<file path="src/rtl/nv_nvdla_sdp_hls_y_int_alu.sv">
// SDP Y-path integer ALU: two-stage MAX/MIN/SUM/EQL/bypass pipeline
// with a valid/ready join against the streamed operand.
module nv_nvdla_sdp_hls_y_int_alu #(
  parameter int SAT_EN = 1
) (
  input  logic        nvdla_core_clk,
  input  logic        nvdla_core_rst,
  input  logic        cfg_alu_bypass,
  input  logic [1:0]  cfg_alu_algo,
  input  logic        cfg_alu_src,
  input  logic [31:0] cfg_alu_op,
  input  logic [31:0] alu_data_in,
  input  logic        alu_in_pvld,
  output logic        alu_in_prdy,
  input  logic [31:0] chn_op_in,
  input  logic        chn_op_pvld,
  output logic        chn_op_prdy,
  output logic [31:0] alu_data_out,
  output logic        alu_out_pvld,
  input  logic        alu_out_prdy
);

  localparam logic [1:0] ALGO_MAX = 2'd0;
  localparam logic [1:0] ALGO_MIN = 2'd1;
  localparam logic [1:0] ALGO_SUM = 2'd2;
  localparam logic [1:0] ALGO_EQL = 2'd3;

  logic        r_s1_vld;
  logic [32:0] r_s1_raw;
  logic [1:0]  r_s1_algo;
  logic        r_s1_byp;
  logic        r_s2_vld;
  logic [31:0] r_s2_data;

  logic        w_need_op;
  logic        w_s2_rdy;
  logic        w_s1_rdy;
  logic        w_accept;
  logic [31:0] w_b;
  logic [32:0] w_sa;
  logic [32:0] w_sb;
  logic [32:0] w_sum;
  logic        w_ge;
  logic        w_le;
  logic        w_eq;
  logic [32:0] w_raw;
  logic [31:0] w_s1_res;

  assign w_need_op = !cfg_alu_bypass && !cfg_alu_src;
  assign w_s2_rdy  = !r_s2_vld || alu_out_prdy;
  assign w_s1_rdy  = !r_s1_vld || w_s2_rdy;

  // Each ready sees only the other stream's valid, never its own.
  assign alu_in_prdy = w_need_op ? (w_s1_rdy && chn_op_pvld) : w_s1_rdy;
  assign chn_op_prdy = w_need_op ? (w_s1_rdy && alu_in_pvld) : 1'b0;
  assign w_accept    = alu_in_pvld && alu_in_prdy;

  assign w_b   = cfg_alu_src ? cfg_alu_op : chn_op_in;
  assign w_sa  = {alu_data_in[31], alu_data_in};
  assign w_sb  = {w_b[31], w_b};
  assign w_sum = w_sa + w_sb;
  assign w_ge  = $signed(alu_data_in) >= $signed(w_b);
  assign w_le  = $signed(alu_data_in) <= $signed(w_b);
  assign w_eq  = alu_data_in == w_b;

  always_comb begin
    w_raw = w_sa;
    if (!cfg_alu_bypass) begin
      unique case (cfg_alu_algo)
        ALGO_MAX: w_raw = w_ge ? w_sa : w_sb;
        ALGO_MIN: w_raw = w_le ? w_sa : w_sb;
        ALGO_SUM: w_raw = w_sum;
        ALGO_EQL: w_raw = {32'd0, w_eq};
        default:  w_raw = w_sa;
      endcase
    end
  end

  // Only a SUM can leave the 32-bit range; bits 32/31 disagree on overflow.
  always_comb begin
    w_s1_res = r_s1_raw[31:0];
    if (SAT_EN != 0 && !r_s1_byp && r_s1_algo == ALGO_SUM
        && (r_s1_raw[32] != r_s1_raw[31])) begin
      w_s1_res = r_s1_raw[32] ? 32'h8000_0000 : 32'h7FFF_FFFF;
    end
  end

  always_ff @(posedge nvdla_core_clk) begin
    if (nvdla_core_rst) begin
      r_s1_vld  <= 1'b0;
      r_s1_raw  <= '0;
      r_s1_algo <= '0;
      r_s1_byp  <= 1'b0;
    end else if (w_s1_rdy) begin
      r_s1_vld <= w_accept;
      if (w_accept) begin
        r_s1_raw  <= w_raw;
        r_s1_algo <= cfg_alu_algo;
        r_s1_byp  <= cfg_alu_bypass;
      end
    end
  end

  always_ff @(posedge nvdla_core_clk) begin
    if (nvdla_core_rst) begin
      r_s2_vld  <= 1'b0;
      r_s2_data <= '0;
    end else if (w_s2_rdy) begin
      r_s2_vld <= r_s1_vld;
      if (r_s1_vld) begin
        r_s2_data <= w_s1_res;
      end
    end
  end

  assign alu_data_out = r_s2_data;
  assign alu_out_pvld = r_s2_vld;

endmodule

</file>
<file path="config.mk">
export PLATFORM = sky130hd
export DESIGN_NAME = nv_nvdla_sdp_hls_y_int_alu
export DESIGN_NICKNAME = d
export VERILOG_FILES = /design/src/rtl/nv_nvdla_sdp_hls_y_int_alu.sv
export SDC_FILE = /design/constraint.sdc
export NUM_CORES = 1
export LEC_CHECK = 0
export CAP_MARGIN = 10
export CORE_MARGIN = 2
export CORE_UTILIZATION = 30
export DETAILED_ROUTE_END_ITERATION = 10
export GPL_TIMING_DRIVEN = 0
export PLACE_DENSITY = 0.55
export SLEW_MARGIN = 20
export SYNTH_ARGS = -nofsm -noshare
export SYNTH_HDL_FRONTEND = slang
export SYNTH_SLANG_ARGS = --single-unit
</file>
<file path="constraint.sdc">
create_clock -name nvdla_core_clk -period 7.9 [get_ports nvdla_core_clk]
set_input_delay 1.975 -clock nvdla_core_clk [delete_from_list [all_inputs] [get_ports nvdla_core_clk]]
set_output_delay 1.975 -clock nvdla_core_clk [all_outputs]
set_load 0.01 [all_outputs]
</file>
==> summary.md, run 1 <==
| Metric | Value |
|---|---|
| Status | complete, no violations |
| Clock buffer count from CTS | 9 |
| Worst hold slack | 460 ps |
| Xor and xnor area share after synthesis | 3.17% |
| Met3 WL post-DR | 2190 microns |
| CTS tree | done |
| Largest net degree at the start of global routing | 11 |
| Final Wtd Congestion | 0.955 |
| Fill cells | 2529 |
| Post-Place Setup Slack | -350 ps |
| DR pass1 iterations | 5 |
| Cells after synthesis | 981 |
| Fin. max-slew vios | 0 |
| Pwr dens | 155 mW/mm^2 |
| M1 WL | 13400 microns |
| Setup Crit Path Kind | in -> reg |
| Slew @ Worst Pin | 921 ps |
| WL final | 29100 microns |
| Die width | 159 microns |
| Port bufs | 137 |
| Leak pwr | 3.65 nW |
| Post-CTS setup buffer count | 0 |
| Post-synth ARST share | 0% |
| Peak Freq | 139 MHz |
| Yosys reg bits | 70 |
| Cell area after layout | 0.00925 sq mm |
| Worst setup margin | 718 ps |
| Layout cells sized above 1 | 6.97% |
| Vert. Die Dim | 159 microns |
| WP data arrival | 7390 ps |
| Final cell count without fillers | 1452 |
| DR vias | 7903 |
| Clk_lat worst skew | 330 ps |
| Starting Density | 30.6% |
| Top FF cell, synth | dfxtp_1 |
| Worst vdd ir | 0.105 mV |
| Final Net Count | 1300 |
| Hold path cells | 2 |
| Setup violations, final | 0 |
| Avg WL per Cell | 20.0 microns |
| Post-CTS sizing | 2 |
| CTS Sinks | 70 |
| Multiplexer area fraction after synthesis | 5.38% |
| EDFF count, synth | 0 |
| Routed Antenna Nets | 0 |
| Dpl cells | 1437 |
| Relative slew slack | 38.6% |
| Seq/Total Area, Yosys | 19.5% |
| CP startpoint kind | primary input |
| Cell Rows | 56 |
| Yosys top cell area share | 19.5% |
| Final hold viol count | 0 |
| Global-route wire length before repair | 44700 microns |
| Dpl cell area | 0.00895 sq mm |
| Setup Skew | 6.26 ps |
| Die area | 0.0252 sq mm |
| DP HPWL | 23600 microns |
| Final Critical Period | 7180 ps |
| Post-synth cell types | 88 |
| Clock transition at path regs | 50 ps |
| GRT Overall Usage | 22.6% |
| Cell Area, Synth | 0.00718 sq mm |
| Vias in the first global route | 7537 |
| Largest area contributor in the netlist | dfxtp_1 |
| DR WL met2 | 12700 microns |
| Largest buffer count on any clock path | 2 |
| Period utilisation layout | 90.9% |
| Top layer in use | met4 |
| Max-cap violation count | 0 |
| Post-synth top cells | nor2_1 (105), a21oi_1 (101), dfxtp_1 (70) |
| DRT iter0 DRCs | 836 |
| Remaining Overflow, GRT | 0 |
| Root Driver | clkbuf_16 |
| CP Max Fanout | 10 |
| Top-Level Pins | 140 |
| Layout area overhead | 28.8% |
| Hold-fix buffers, CTS | 0 |
| Initial antenna violation count | 0 |
| Via/cell ratio | 5.44 |
| Simple-Gate Fraction of Synth Area | 22.3% |
| Compound-Gate Fraction of Synth Area | 29.9% |
| Design Power | 1.43 mW |
| ANT cells | 0 |
| Drc violations | 0 |
| Avg Inst Size Synth | 7.32 sq um |
| Synth top area cells | dfxtp_1 (20%), ha_1 (11%), a21oi_1 (7.0%) |
| Worst hold path class | reg -> reg |
| Worst R2R Path Depth | 8 |
| Worst EP required | 8110 ps |
| CTS H-tree depth | 3 |
| Unrepaired setup endpoints after global routing | false |
| Post-Synth Adder-Cell Area | 11.6% |
| Most frequent cell after synthesis | nor2_1 |
| Core area | 0.0235 sq mm |
| Crit end category | flip-flop |
| Largest family of logic cells by synthesized area | compound AO/OA/AOI/OAI gates |
| Post-Syn Nets | 1152 |
| Yosys warns | 0 |
-- per-stage QoR --
step / setup TNS, ps / util, %
2_1_floorplan: 0 / -
3_3_place_gp: -3710 / 38.1
3_5_place_dp: -4060 / 38.1
4_1_cts: 0 / 39.4
5_1_grt: 0 / 39.4
6_report: 0 / 39.4
-- power breakdown --
part / leakage [nW] / switching (mW) / internal [mW] / total, mW
Combinational: 2.94 / 0.383 / 0.260 / 0.643
Clock: 0.142 / 0.141 / 0.245 / 0.387
Sequential: 0.577 / 0.0175 / 0.382 / 0.400
-- worst max-delay path, stage by stage --
cell and delay, ps:
clkbuf_1 580, clkbuf_2 510, clkdlybuf4s15_2 600, mux2i_1 380
inv_1 110, ha_1 230, fa_1 390, or2b_1 230
a211oi_2 120, o311a_2 450, a311oi_4 420, o21ai_2 180
a211oi_1 450, xnor2_1 170, nor2_1 70, a2111oi_2 390
o21ai_1 110
-- metal layers --
metal / track usage (%) / vias to the layer above
li1: - / 3882
met5: 0 / -
met1: 31.1 / 3633
met4: 7.09 / 0
met2: 36.1 / 345
met3: 3.40 / 43
-- area by class of cell --
| cell class | count | area (sq um) | area share [%] |
|---|---|---|---|
| Tap cell | 319 | 399 | 4.32 |
| Buffer | 72 | 359 | 3.88 |
| Timing Repair Buffer | 137 | 1370 | 14.8 |
| Multi-Input combinational cell | 777 | 5200 | 56.2 |
| Sequential cell | 70 | 1400 | 15.2 |
| Clock buffer | 15 | 288 | 3.11 |
| Inverter | 62 | 233 | 2.52 |
-- cells by family (layout without fill, tap and decap cells) --
family | count (synthesis) | after routing
AND/OR/NAND/NOR | 325 | 325
AO/OA/AOI/OAI | 323 | 323
buffers and inverters | 134 | 286
flip-flops | 70 | 70
adder cells (fa/ha/maj) | 66 | 66
multiplexers | 37 | 37
XOR/XNOR | 26 | 26
-- final timing paths --
check,start,to,slack (ps)
worst min-delay path,r_s1_raw[5],r_s1_raw[5],460
worst max-delay path,cfg_alu_src,r_s1_raw[28],720
worst min register to register,r_s1_raw[5],r_s1_raw[5],460
worst max register to register,alu_out_pvld,r_s1_raw[5],5350
-- state kept, by name, summed over array words and instances (netlist names) --
name / count
r_s1_algo: 2
alu_data_out: 32
alu_out_pvld: 1
r_s1_vld: 1
r_s1_raw: 33
r_s1_byp: 1
-- layout by cell type, fill, tap and decap left out, types with 10 or more instances in the layout --
master           count
a211oi_1            23
a21o_1              10
a21oi_1            101
a31oi_1             22
buf_2               15
clkbuf_1            46
clkdlybuf4s50_1    137
dfxtp_1             70
ha_1                65
inv_1               62
mux2_2              13
mux2i_1             24
nand2_1             59
nand2b_1            12
nor2_1             105
nor2b_1             12
nor3_1              59
nor4_1              12
o21ai_0             57
o31ai_1             12
or3_1               14
xnor2_1             23
Power figures use the tool's default switching activity.
==> run 2: changes to the inputs <==
RECOVER_POWER = 50   (was not set)
clock period = 7.95 ns   (was 7.9 ns; I/O delays follow)
==> run 2 against run 1 <==
Die area is the same; non-clock buffer count is the same; worst hold slack is essentially flat; clock skew shrank 0.60 ps; first-iteration DRC count shrank 10%; sequential power is essentially flat; power shrank 1.0%; combinational power shrank 1%; setup slack lost 170 ps; critical path type unchanged; critical endpoint unchanged.
==> summary.md, run 2 (synthesis results as in run 1) <==
| Metric | Value |
|---|---|
| Relative slew slack | 38.7% (+0.13 points) |
| Core area | 0.0235 sq mm (unchanged) |
| CP startpoint kind | primary input |
| Most frequent cells in the layout | nor2_1 (105), clkdlybuf4s50_1 (102), a21oi_1 (101) |
| Layout cells sized above 1 | 6.88% (-0.088 points) |
| DR pass1 iterations | 6 (+1) |
| Slew @ Worst Pin | 919 ps (-1.94 ps) |
| Top-Level Pins | 140 (unchanged) |
| Register area | 0.00140 sq mm (unchanged) |
| Global-route wire length before repair | 44700 microns (about the same) |
| Largest register FFs | 33 (unchanged) |
| CTS Sinks | 70 (unchanged) |
| Final Net Count | 1300 (unchanged) |
| WL final | 29000 microns (-0.46%) |
| CTS tree | done |
| Max-cap violation count | 0 (unchanged) |
| Drc violations | 0 (unchanged) |
| Commonest non-fill, non-tap cell in the layout | nor2_1 |
| ANT cells | 0 (unchanged) |
| Pint | 0.877 mW (-1.1%) |
| Fin. max-slew vios | 0 (unchanged) |
| Setup violations, final | 0 (unchanged) |
| Largest buffer count on any clock path | 2 (unchanged) |
| Cell Rows | 56 (unchanged) |
| DR vias | 7961 (+0.73%) |
| Sw Ratio | 38.0% (+0.085 points) |
| Routed Antenna Nets | 0 (unchanged) |
| DRT iter0 DRCs | 752 (-10%) |
| Clk_lat worst skew | 330 ps (about the same) |
| Dpl cells | 1437 (unchanged) |
| Remaining Overflow, GRT | 0 (unchanged) |
| CTS H-tree depth | 3 (unchanged) |
| CP Max Fanout | 10 (unchanged) |
| Final Wtd Congestion | 0.955 (unchanged) |
| Initial antenna violation count | 0 (unchanged) |
| Worst hold path class | reg -> reg |
| Die width | 159 microns (unchanged) |
| Sw power | 0.537 mW (-0.78%) |
| Pwr dens | 153 mW/mm^2 (-0.99%) |
| Layout area overhead | 28.8% (about the same) |
| Period utilisation layout | 93.2% |
| Status | complete, no violations |
| Worst vdd ir | 0.104 mV (-0.81%) |
| Register with the highest flop count | r_s1_raw |
| Final core utilization | 39.4% (about the same) |
| Clock transition at path regs | 50 ps (about the same) |
| GRT Overall Usage | 22.6% (about the same) |
| Vias in the first global route | 7537 (unchanged) |
| Die area | 0.0252 sq mm (unchanged) |
| WP data arrival | 7620 ps (+230 ps) |
| Starting Density | 30.6% (unchanged) |
| Root Driver | clkbuf_16 |
| Largest net degree at the start of global routing | 11 (unchanged) |
| Final hold viol count | 0 (unchanged) |
| Setup Skew | 5.66 ps (-0.597 ps) |
| DP HPWL | 23600 microns (unchanged) |
| Unrepaired setup endpoints after global routing | false |
| Worst EP required | 8160 ps (+50 ps) |
| Combinational power share | 44.8% (-0.2 points) |
| Area of the multi-input gates | 0.00520 sq mm (unchanged) |
| Final Critical Period | 7410 ps |
| Seq pwr share | 28.0% (about the same) |
| Avg WL per Cell | 20.0 microns (-0.46%) |
| Crit end category | flip-flop |
| Vert. Die Dim | 159 microns (unchanged) |
| Fill cells | 2530 (+0.040%) |
| Leak pwr | 3.74 nW (+2.5%) |
| Setup Crit Path Kind | in -> reg |
| Peak Freq | 135 MHz |
| Via/cell ratio | 5.48 (+0.73%) |
| Port bufs | 137 (unchanged) |
| Clock buffer count from CTS | 9 (unchanged) |
| Clk network pwr share | 27.1% (about the same) |
| Final cell count without fillers | 1452 (unchanged) |
[run 2: timing repair]
action | in CTS | in global routing
gates resized for setup | 0 | 3
setup buffers | 0 | 0
hold buffers | 0 | 0
setup endpoints to repair | 0 | 11
[run 2: power by group through the flow]
stage,Sequential [mW],Combinational (mW),Clock [mW]
after floorplan,0.405,0.391,0
after global placement,0.404,0.625,0
after detailed placement,0.405,0.626,0
after CTS,0.397,0.629,0.390
after global routing,0.400,0.689,0.403
final,0.397,0.634,0.384
[run 2: critical path: stages]
cell and delay (ps):
clkbuf_1 580, clkdlybuf4s15_1 790, clkbuf_2 550, mux2i_1 380, inv_1 110, ha_1 230
fa_1 390, or2b_1 230, a211oi_2 120, o311a_2 450, a311oi_4 410, o21ai_2 180
a211oi_1 440, xnor2_1 170, nor2_1 70, a2111oi_2 390, o21ai_1 110
[run 2: metal layers]
metal | part of all wire [%] | global-route usage [%] | vias up
li1 | - | - | 3880
met1 | 46 | 31.1 | 3694
met2 | 44 | 36.1 | 337
met3 | 7.2 | 3.40 | 50
met4 | 2.8 | 7.09 | 0
met5 | 0 | 0 | -
[run 2: final cells by class]
type,count,area share (%)
timing repair buffer,137,14.8
buffer,72,3.87
tap,319,4.32
sequential,70,15.2
inverter,62,2.52
multi-input combinational,777,56.2
clock buffer,15,3.11
[run 2: path summary, 6_finish.rpt]
path                                    from      endpoint  slack, ps  cells past startpoint
worst max register to register  alu_out_pvld   r_s1_raw[5]       5380                      8
worst min-delay path                r_s1_byp      r_s1_byp        460                      2
worst max-delay path             cfg_alu_src  r_s1_raw[28]        540                     17
worst min register to register      r_s1_byp      r_s1_byp        460                      2
[run 2: per-stage QoR]
stage	cell area (sq um)	TNS, ps	total power, mW	hold WS [ps]	setup slack, ps
3_5_place_dp	8950	-3040	1.03	451	-313
6_report	9250	0	1.41	460	544
4_1_cts	9240	0	1.42	458	37.5
2_1_floorplan	7180	0	0.796	425	1650
3_3_place_gp	8950	-2820	1.03	447	-327
5_1_grt	9250	0	1.49	478	64.3
